<file path="src/rtl/data_bus_dma_if.sv">
// Data-bus bundle shared by the DMA initiator and a memory-side responder:
// request/grant address phase, then a single rvalid response per request.
interface ibex_data_bus;
    logic        req;
    logic [31:0] addr;
    logic        we;
    logic [3:0]  be;
    logic [31:0] wdata;
    logic [6:0]  wdata_intg;
    logic        gnt;
    logic        rvalid;
    logic [31:0] rdata;
    logic [6:0]  rdata_intg;
    logic        err;

    modport master (
        output req, addr, we, be, wdata, wdata_intg,
        input  gnt, rvalid, rdata, rdata_intg, err
    );

    modport slave (
        input  req, addr, we, be, wdata, wdata_intg,
        output gnt, rvalid, rdata, rdata_intg, err
    );
endinterface

</file>
<file path="src/rtl/data_bus_dma.sv">
// Single-channel word-copy DMA: reads one word from src and writes it to dst,
// repeating len times, with at most one bus transaction outstanding.
module data_bus_dma #(
    parameter int unsigned LEN_WIDTH = 16
) (
    input  logic                 clk,
    input  logic                 rst_n,
    input  logic                 start,
    input  logic [31:0]          src_addr,
    input  logic [31:0]          dst_addr,
    input  logic [LEN_WIDTH-1:0] len,
    output logic                 busy,
    output logic                 done,
    output logic                 error,
    output logic [2:0]           dbg_state,
    ibex_data_bus.master         data_bus
);
    // Bus handshake: an address phase completes on the cycle req && gnt are
    // both high (req/addr/we/be/wdata held until then); the response is the
    // next rvalid, which is only listened to in the matching *_WAIT state.
    typedef enum logic [2:0] {
        IDLE    = 3'd0,
        RD_REQ  = 3'd1,
        RD_WAIT = 3'd2,
        WR_REQ  = 3'd3,
        WR_WAIT = 3'd4,
        FINISH  = 3'd5
    } state_e;

    state_e               state_q, state_d;
    logic [31:0]          src_q, src_d;
    logic [31:0]          dst_q, dst_d;
    logic [31:0]          hold_q, hold_d;
    logic [LEN_WIDTH-1:0] remaining_q, remaining_d;
    logic                 error_q, error_d;

    // Integrity bits on the read data are not checked by this engine.
    logic unused_rdata_intg;
    assign unused_rdata_intg = ^data_bus.rdata_intg;

    always_ff @(posedge clk or negedge rst_n) begin
        if (!rst_n) begin
            state_q     <= IDLE;
            src_q       <= '0;
            dst_q       <= '0;
            hold_q      <= '0;
            remaining_q <= '0;
            error_q     <= 1'b0;
        end else begin
            state_q     <= state_d;
            src_q       <= src_d;
            dst_q       <= dst_d;
            hold_q      <= hold_d;
            remaining_q <= remaining_d;
            error_q     <= error_d;
        end
    end

    always_comb begin
        state_d     = state_q;
        src_d       = src_q;
        dst_d       = dst_q;
        hold_d      = hold_q;
        remaining_d = remaining_q;
        error_d     = error_q;

        case (state_q)
            IDLE: begin
                if (start) begin
                    error_d = 1'b0;
                    if (len != '0) begin
                        src_d       = src_addr & 32'hFFFF_FFFC;
                        dst_d       = dst_addr & 32'hFFFF_FFFC;
                        remaining_d = len;
                        state_d     = RD_REQ;
                    end else begin
                        state_d = FINISH;
                    end
                end
            end
            RD_REQ: begin
                if (data_bus.gnt) state_d = RD_WAIT;
            end
            RD_WAIT: begin
                if (data_bus.rvalid) begin
                    if (data_bus.err) begin
                        error_d = 1'b1;
                        state_d = FINISH;
                    end else begin
                        hold_d  = data_bus.rdata;
                        state_d = WR_REQ;
                    end
                end
            end
            WR_REQ: begin
                if (data_bus.gnt) state_d = WR_WAIT;
            end
            WR_WAIT: begin
                if (data_bus.rvalid) begin
                    if (data_bus.err) begin
                        error_d = 1'b1;
                        state_d = FINISH;
                    end else begin
                        // 32-bit adds wrap naturally past 0xFFFF_FFFC.
                        src_d       = src_q + 32'd4;
                        dst_d       = dst_q + 32'd4;
                        remaining_d = remaining_q - LEN_WIDTH'(1);
                        state_d     = (remaining_d != '0) ? RD_REQ : FINISH;
                    end
                end
            end
            FINISH: begin
                state_d = IDLE;
            end
            default: begin
                state_d = IDLE;
            end
        endcase
    end

    // Bus outputs depend on state only, so they cannot move while waiting for gnt.
    always_comb begin
        data_bus.req   = 1'b0;
        data_bus.we    = 1'b0;
        data_bus.be    = 4'h0;
        data_bus.addr  = 32'h0;
        data_bus.wdata = 32'h0;
        case (state_q)
            RD_REQ: begin
                data_bus.req  = 1'b1;
                data_bus.be   = 4'hF;
                data_bus.addr = src_q;
            end
            WR_REQ: begin
                data_bus.req   = 1'b1;
                data_bus.we    = 1'b1;
                data_bus.be    = 4'hF;
                data_bus.addr  = dst_q;
                data_bus.wdata = hold_q;
            end
            default: begin
            end
        endcase
    end

    assign data_bus.wdata_intg = 7'b0;
    assign busy      = (state_q != IDLE);
    assign done      = (state_q == FINISH);
    assign error     = error_q;
    assign dbg_state = state_q;
endmodule

</file>
<file path="src/flat_wrapper.sv">
// flat-port wrapper written by rule: the top's interface ports become plain ports
module data_bus_dma_flat 
#(
    parameter int unsigned LEN_WIDTH = 16
)
  (clk, rst_n, start, src_addr, dst_addr, len, busy, done, error, dbg_state, data_bus_req, data_bus_addr, data_bus_we, data_bus_be, data_bus_wdata, data_bus_wdata_intg, data_bus_gnt, data_bus_rvalid, data_bus_rdata, data_bus_rdata_intg, data_bus_err);
  ibex_data_bus data_bus_i ();
  input  logic clk;
  input  logic rst_n;
  input  logic start;
  input  logic [31:0] src_addr;
  input  logic [31:0] dst_addr;
  input  logic [LEN_WIDTH-1:0] len;
  output logic busy;
  output logic done;
  output logic error;
  output logic [2:0] dbg_state;
  output wire logic [$bits(data_bus_i.req)-1:0] data_bus_req;
  output wire logic [$bits(data_bus_i.addr)-1:0] data_bus_addr;
  output wire logic [$bits(data_bus_i.we)-1:0] data_bus_we;
  output wire logic [$bits(data_bus_i.be)-1:0] data_bus_be;
  output wire logic [$bits(data_bus_i.wdata)-1:0] data_bus_wdata;
  output wire logic [$bits(data_bus_i.wdata_intg)-1:0] data_bus_wdata_intg;
  input wire logic [$bits(data_bus_i.gnt)-1:0] data_bus_gnt;
  input wire logic [$bits(data_bus_i.rvalid)-1:0] data_bus_rvalid;
  input wire logic [$bits(data_bus_i.rdata)-1:0] data_bus_rdata;
  input wire logic [$bits(data_bus_i.rdata_intg)-1:0] data_bus_rdata_intg;
  input wire logic [$bits(data_bus_i.err)-1:0] data_bus_err;
  assign data_bus_req = data_bus_i.req;
  assign data_bus_addr = data_bus_i.addr;
  assign data_bus_we = data_bus_i.we;
  assign data_bus_be = data_bus_i.be;
  assign data_bus_wdata = data_bus_i.wdata;
  assign data_bus_wdata_intg = data_bus_i.wdata_intg;
  assign data_bus_i.gnt = data_bus_gnt;
  assign data_bus_i.rvalid = data_bus_rvalid;
  assign data_bus_i.rdata = data_bus_rdata;
  assign data_bus_i.rdata_intg = data_bus_rdata_intg;
  assign data_bus_i.err = data_bus_err;
  data_bus_dma #(.LEN_WIDTH(LEN_WIDTH)) u_core (.clk(clk), .rst_n(rst_n), .start(start), .src_addr(src_addr), .dst_addr(dst_addr), .len(len), .busy(busy), .done(done), .error(error), .dbg_state(dbg_state), .data_bus(data_bus_i));
endmodule
</file>
<file path="config.mk">
export PLATFORM = sky130hd
export DESIGN_NAME = data_bus_dma_flat
export DESIGN_NICKNAME = d
export VERILOG_FILES = /design/src/rtl/data_bus_dma_if.sv /design/src/rtl/data_bus_dma.sv /design/src/flat_wrapper.sv
export SDC_FILE = /design/constraint.sdc
export NUM_CORES = 1
export LEC_CHECK = 0
export BUFFER_PORTS_ARGS = -buffer_cell sky130_fd_sc_hd__buf_4
export CELL_PAD_IN_SITES_DETAIL_PLACEMENT = 1
export CELL_PAD_IN_SITES_GLOBAL_PLACEMENT = 1
export CORE_ASPECT_RATIO = 0.8
export CORE_MARGIN = 2
export CORE_UTILIZATION = 42
export DETAILED_ROUTE_END_ITERATION = 10
export PLACE_DENSITY = 0.84
export SYNTH_ARGS = -nofsm -noshare
export SYNTH_HDL_FRONTEND = slang
export SYNTH_SLANG_ARGS = --single-unit
</file>
<file path="constraint.sdc">
create_clock -name clk -period 5.7 [get_ports clk]
set_input_delay 0.285 -clock clk [delete_from_list [all_inputs] [get_ports clk]]
set_output_delay 0.285 -clock clk [all_outputs]
set_load 0.005 [all_outputs]
</file>
==> results of run 1 <==
-- worst register-to-register path, stage by stage, from the launching register on --
cell and delay [ns]:
dfrtp_2 0.39, buf_4 0.72, nor3_2 0.17, a32oi_4 0.88
buf_4 0.61, a21oi_1 0.07, o2bb2a_1 0.31
-- where the power goes --
| part | internal, mW | switching (mW) | total, mW | leakage [nW] |
|---|---|---|---|---|
| combinational | 1.01 | 1.20 | 2.21 | 2.47 |
| clock | 0.385 | 0.303 | 0.688 | 0.149 |
| sequential | 1.19 | 0.474 | 1.66 | 1.31 |
-- stage by stage --
step / total power [mW] / instance area (um^2) / setup WS [ns] / instances / utilization
3_3_place_gp: 3.770 / 8673 / 2.507 / 1181 / 0.5054
6_report: 4.559 / 8994 / 2.441 / 1197 / 0.5240
3_5_place_dp: 3.874 / 8673 / 2.484 / 1181 / 0.5054
5_1_grt: 4.918 / 8994 / 2.250 / 1197 / 0.5240
2_1_floorplan: 3.050 / 7308 / 3.753 / 843 / -
4_1_cts: 4.581 / 8994 / 2.461 / 1197 / 0.5240
-- per-layer routing --
layer,GRT usage,wire length (um)
met5,0,0
met1,0.3651,10700
met4,0.05607,377
met3,0.04457,1053
met2,0.4169,11480
-- sequential cells by signal, summed over array words and instances (netlist names) --
register            count
u_core.src_q           30
u_core.dst_q           30
u_core.error            1
u_core.dbg_state        3
u_core.remaining_q     16
u_core.hold_q          32
-- worst max path at each step --
stage,start,end,slack (ns)
after floorplan,u_core.remaining_q[0]$_DFFE_PN0P_,u_core.remaining_q[12]$_DFFE_PN0P_,3.75
after global placement,u_core.dbg_state[1]$_DFFE_PN0P_,u_core.dst_q[23]$_DFFE_PN0P_,2.51
after detailed placement,u_core.dbg_state[1]$_DFFE_PN0P_,u_core.dst_q[21]$_DFFE_PN0P_,2.48
after CTS,u_core.dbg_state[1]$_DFFE_PN0P_,u_core.dst_q[23]$_DFFE_PN0P_,2.46
after global routing,u_core.dbg_state[1]$_DFFE_PN0P_,u_core.dst_q[21]$_DFFE_PN0P_,2.25
final,u_core.dbg_state[1]$_DFFE_PN0P_,u_core.dst_q[23]$_DFFE_PN0P_,2.44
-- area by class of cell --
type                    count  area [um^2]  share of cell area
multi-input cells         636         4059              0.4513
flip-flops and latches    112         2804              0.3118
repair buffers            197         1494              0.1661
well taps                 225        281.5             0.03130
clock buffers              10        229.0             0.02546
clock inverters             5        81.33            0.009043
inverters                  12        45.04            0.005008
-- cells in the mapped netlist, types with 4 or more instances --
cell         n
a21o_1       4
a21oi_1     88
a22oi_1      4
a2bb2oi_1    8
a31oi_1     15
a32oi_1      5
a41o_1       6
and3_1      44
and4_1      10
buf_2       28
buf_4       18
clkbuf_1    33
dfrtp_1    112
ha_1         4
inv_1       12
mux2_2      31
mux2i_1     34
nand2_1     63
nand3_1     35
nand4_1     16
nor2_1      78
nor3_1      10
nor4_1       7
nor4b_1      4
o21a_1       6
o21ai_0     57
o21ai_1      4
o22a_1      16
o22ai_1     21
o2bb2a_2     5
-- cells in the final DEF, fill, tap and decap left out, types with 10 or more instances in the layout --
master,synthesis,final
dfrtp_1,112,111
o21ai_0,57,57
mux2i_1,34,34
nand2_1,63,62
nand3_1,35,35
o22a_1,16,16
mux2_2,31,31
o22ai_1,21,21
buf_4,18,195
nor3_1,10,10
and4_1,10,10
nand4_1,16,16
a21oi_1,88,88
and3_1,44,44
a31oi_1,15,15
inv_1,12,12
nor2_1,78,78
-- kinds of logic after synthesis --
| group | after synthesis |
|---|---|
| xor+xnor | 4 |
| other cells | 1 |
| buf+inv | 95 |
| flops | 112 |
| simple gates | 294 |
| compound gates | 259 |
| mux | 66 |
| fa+ha+maj | 4 |
==> out/metrics.cfg, run 1 <==
[run_status]
status = completed

[setup_path]
end_kind = flop
crit_slowest_cell = a32oi_4
worst-setup-path-type = reg2reg
path_buf_inv = 2
r2r_start = u_core.dbg_state[1]$_DFFE_PN0P_
cp.required_ns = 5.94
slowest_delay_ns = 0.88
crit_chain = buf_4 -> nor3_2 -> a32oi_4 -> buf_4 -> a21oi_1 -> o2bb2a_1
timing.rr.end = u_core.dst_q[23]$_DFFE_PN0P_
cp_common_cell = buf_4
rr_worst_depth = 6
r2r_slack_ns = 2.44
cp-start-kind = flop
worstPathArrival_ns = 3.50
crit_family = buffers and inverters
path_depth = 6
cp_max_fo = 71

[place]
io_buffers = 187
dp_hpwl_mm = 16.10
place_congestion = 0.7973

[finish]
nets = 1097
fillers = 2060
drive_above_1_share = 0.2757
num_antenna_cells = 0
syn_to_final_growth_pct = 23.57

[synth]
async_flop_share = 1.000
muxShareOfSynthArea = 0.09627
synth_flop_cell = dfrtp_1
yosys-top-cells-area = dfrtp_1 39%, a21oi_1 6.1%, mux2_2 4.8%
synth_top_area_frac = 0.3851
ys_types = 71
yosysSeqAreaShare = 0.3851
avgSynthCellArea_um2 = 8.716
yosys.area_share.xor_xnor = 0.004813
synth_top_family_by_area = compound AO/OA/AOI/OAI gates
synth-edff-count = 0
synth-adder-area-share = 0.006876
ys_warn_count = 0
post_synth_inst_count = 835
synth-simple-area-share = 0.2176
synth.ff_latch_count = 112
synth_top_area_cell = dfrtp_1
synth_compound_area_frac = 0.2245
netlist_area_mm2 = 0.007278

[timing]
whs_ns = 0.1439
tns_ns = 0
max_freq_mhz = 306.8
setup_violations = 0
finalCritPeriodShare = 0.5718
slew_viol_final = 0
worst_pin_slew_ns = 1.061
hold_viol = 0
rsz0062_at_grt = false
slew_headroom = 0.2921
fin_crit_ns = 3.259
finClkSkew_ns = 0.01096

[drt]
dr.pass1.iters = 5
vias = 7080
routed_via_density = 5.915
drt-total-wl_mm = 23.61
ant_nets = 0
drt_iter0_markers = 396
drc = 0
wire_per_inst_um = 19.72

[floorplanning]
num_rows = 43
core_area_mm2 = 0.01716
fp.dieW_um = 151.2
die_y_um = 121.7
start_util = 0.4241
pin_count = 208
dieArea_mm2 = 0.01840

[power]
peakVddDrop_v = 0.0002806
p_leak_nw = 3.928
cellPowerDensity_mw_per_mm2 = 507.0

[clock_tree]
clkTransAtPathRegs_ns = 0.08
cts_tree = done
insertion_delay_ns = 0.36
cts.sinks = 112
clockBufferDepth = 2
cts_setup_buffers = 0
cts-htree-levels = 3
numCtsBuffers = 9
cts_resized = 0
hold_buffers = 1
cts-root-buf = clkbuf_16

[global_routing]
grt_pass1_vias = 6999
grt_max_degree = 126
overflow = 0
gr-usage-all-layers = 0.2582
grt_pass1_wl_mm = 37.74
antenna_found_initial = 0

[hold_path]
hold_path_depth = 2
min_from = data_bus_gnt
hp-class = in2reg
hold_end = u_core.dbg_state[0]$_DFFE_PN0P_

[run]
drv_cap = 0

No activity file was read; power rests on OpenSTA's default activity.
==> run 2, diff against run 1 <==
- ABC_AREA: unset -> 1
- CORE_UTILIZATION: 42 -> 33
- PLACE_DENSITY: 0.84 -> 0.75
- clock period: 5.7 -> 2.8 ns (I/O delays scaled with it)
==> run 2 against run 1 <==
Effect of this change: via count is 14% higher; area after synthesis increased by 2.3%; flip-flop and latch count is the same; setup slack worse by 2.1 ns; routed wire length is 14% higher; power grew 110%; first-iteration DRC count is 9.8% higher; sequential share of layout area down 1.6 points; clock skew fell by 0.0025 ns; die area grew 29%; largest cell class unchanged; largest power group unchanged.
==> out/metrics.cfg, run 2 <==
[run_status]
status = completed

[finish]
largest_reg_flops = 32
stdcell_count = 1590
post-route-util = 0.4240
drive_above_1_share = 0.1776
fillers = 2917
nets = 1408
largest_register = u_core.hold_q
seq_area_mm2 = 0.002803
num_antenna_cells = 0
final_common_cell = nand2_1
syn_to_final_growth_pct = 27.09
final_cell_mix = 202 x nand2_1, 201 x nor2_1, 197 x buf_4
reg.largest.list = u_core.hold_q: 32 flops, u_core.dst_q: 30 flops, u_core.src_q: 30 flops
multi_input_area_mm2 = 0.003787

[drt]
drc = 0
dr.pass1.iters = 5
ant_nets = 0
wire_per_inst_um = 17.00
vias = 8046
routed_via_density = 5.060
drt-total-wl_mm = 27.03
drt_iter0_markers = 435

[hold_path]
hp-class = in2reg
min_from = data_bus_rdata[8]
hold_end = u_core.hold_q[8]$_DFFE_PN0P_
hold_path_depth = 3

[floorplanning]
start_util = 0.3336
num_rows = 49
core_area_mm2 = 0.02232
die_y_um = 138.3
fp.dieW_um = 171.9
dieArea_mm2 = 0.02378
pin_count = 208

[synth]
post_synth_inst_count = 1116
netlist_area_mm2 = 0.007445
synth_top_area_frac = 0.3765
ys_warn_count = 0
yosysSeqAreaShare = 0.3765
async_flop_share = 1.000
synth_commonest_cells = 202 x nand2_1, 201 x nor2_1, 150 x inv_1
synth_top_area_cell = dfrtp_1
synth_flop_cell = dfrtp_1
yosys-top-cells-area = dfrtp_1 38%, nand2_1 10%, nor2_1 10%
avgSynthCellArea_um2 = 6.671
yosysMostFrequentCell = nand2_1
ys_types = 30
synth.ff_latch_count = 112
synth-edff-count = 0

[setup_path]
worstPathArrival_ns = 2.36
cp-start-kind = flop
r2r_slack_ns = 0.50
cp_max_fo = 32
end_kind = output pin
r2r_start = u_core.dbg_state[2]$_DFFE_PN0P_
cp.required_ns = 2.66
timing.rr.end = u_core.dst_q[7]$_DFFE_PN0P_
worst-setup-path-type = reg2out
rr_worst_depth = 11

[clock_tree]
cts_tree = done
cts-root-buf = clkbuf_16
insertion_delay_ns = 0.37
cts-htree-levels = 3
cts.sinks = 112
cts_resized = 0
cts_setup_buffers = 0
clkTransAtPathRegs_ns = 0.09
numCtsBuffers = 9
clockBufferDepth = 2

[place]
place_congestion = 0.9137
io_buffers = 187
dp_hpwl_mm = 20.73
dp_cells = 1572

[global_routing]
gr-usage-all-layers = 0.2327
grt_pass1_vias = 8159
grt_pass1_wl_mm = 43.59
antenna_found_initial = 0
overflow = 0
grt_max_degree = 65

[timing]
setup_violations = 0
tns_ns = 0
finClkSkew_ns = 0.008483
worst_pin_slew_ns = 0.8112
slew_headroom = 0.4592
slew_viol_final = 0
hold_viol = 0
fin_crit_ns = 2.502
finalCritPeriodShare = 0.8937
max_freq_mhz = 399.6
rsz0062_at_grt = false

[power]
p_leak_nw = 4.552
peakVddDrop_v = 0.0003993
cellPowerDensity_mw_per_mm2 = 1003

[run]
drv_cap = 0

run 2: cell types whose count changed after synthesis, moves of 34 or more:
cell	before	now
nand2_1	63	202
a21oi_1	88	43
nor2_1	78	201
nand3_1	35	85
inv_1	12	150
and3_1	44	0
mux2i_1	34	0
run 2: through the flow:
step	total power [mW]	hold slack (ns)	instance area [um^2]	setup WS, ns
5_1_grt	10.33	0.01068	9462	0.1376
4_1_cts	9.533	0.004338	9462	0.2925
3_5_place_dp	8.175	0.2776	9149	0.5184
3_3_place_gp	7.979	0.2711	9149	0.6160
2_1_floorplan	6.131	-0.1556	7475	1.030
6_report	9.492	0.009702	9462	0.2975
run 2: timing repair:
action,in CTS,in global routing
hold buffers,2,0
setup endpoints to repair,0,0
endpoints found under the hold margin,51,0
run 2: critical path: stages, from the launching register on:
cell	delay (ns)
dfrtp_1	0.43
inv_1	0.14
nor3_1	0.41
inv_2	0.35
buf_4	0.36
nor2_1	0.15
buf_4	0.13
run 2: where the power goes:
group,total [mW],switching [mW],internal [mW],leakage [nW]
sequential,3.12,0.709,2.41,1.31
clock,1.32,0.699,0.625,0.133
combinational,5.05,3.16,1.89,3.11
run 2: how the worst max path moves through the flow:
stage,startpoint,to,cells past startpoint
after floorplan,u_core.src_q[2]$_DFFE_PN0P_,u_core.src_q[22]$_DFFE_PN0P_,10
after global placement,u_core.dbg_state[2]$_DFFE_PN0P_,u_core.dst_q[16]$_DFFE_PN0P_,11
after detailed placement,u_core.dbg_state[1]$_DFFE_PN0P_,u_core.dst_q[7]$_DFFE_PN0P_,11
after CTS,u_core.dbg_state[0]$_DFFE_PN0P_,data_bus_wdata[25],6
after global routing,u_core.dbg_state[0]$_DFFE_PN0P_,data_bus_wdata[27],6
final,u_core.dbg_state[0]$_DFFE_PN0P_,data_bus_wdata[24],6
run 2: kinds of logic after synthesis:
family | synth area share
adders and majority gates | 0.006723
other | 0.0005037
xor gates and xnor gates | 0.02471
DFF | 0.3765
buffers and inverters | 0.1195
AOI/OAI and AO/OA | 0.1639
and+or+nand+nor | 0.3082
run 2: final cells by class:
type / count / share of cell area
tap: 306 / 0.04047
clock inverter: 7 / 0.007141
sequential: 112 / 0.2962
inverter: 153 / 0.06096
clock buffer: 9 / 0.02380
multi-input combinational: 798 / 0.4003
timing repair buffer: 205 / 0.1711
run 2: per-layer routing:
metal / part of all wire / track usage
met5: 0 / 0
met4: 0.013 / 0.05042
met1: 0.49 / 0.3368
met3: 0.047 / 0.03493
met2: 0.45 / 0.3676
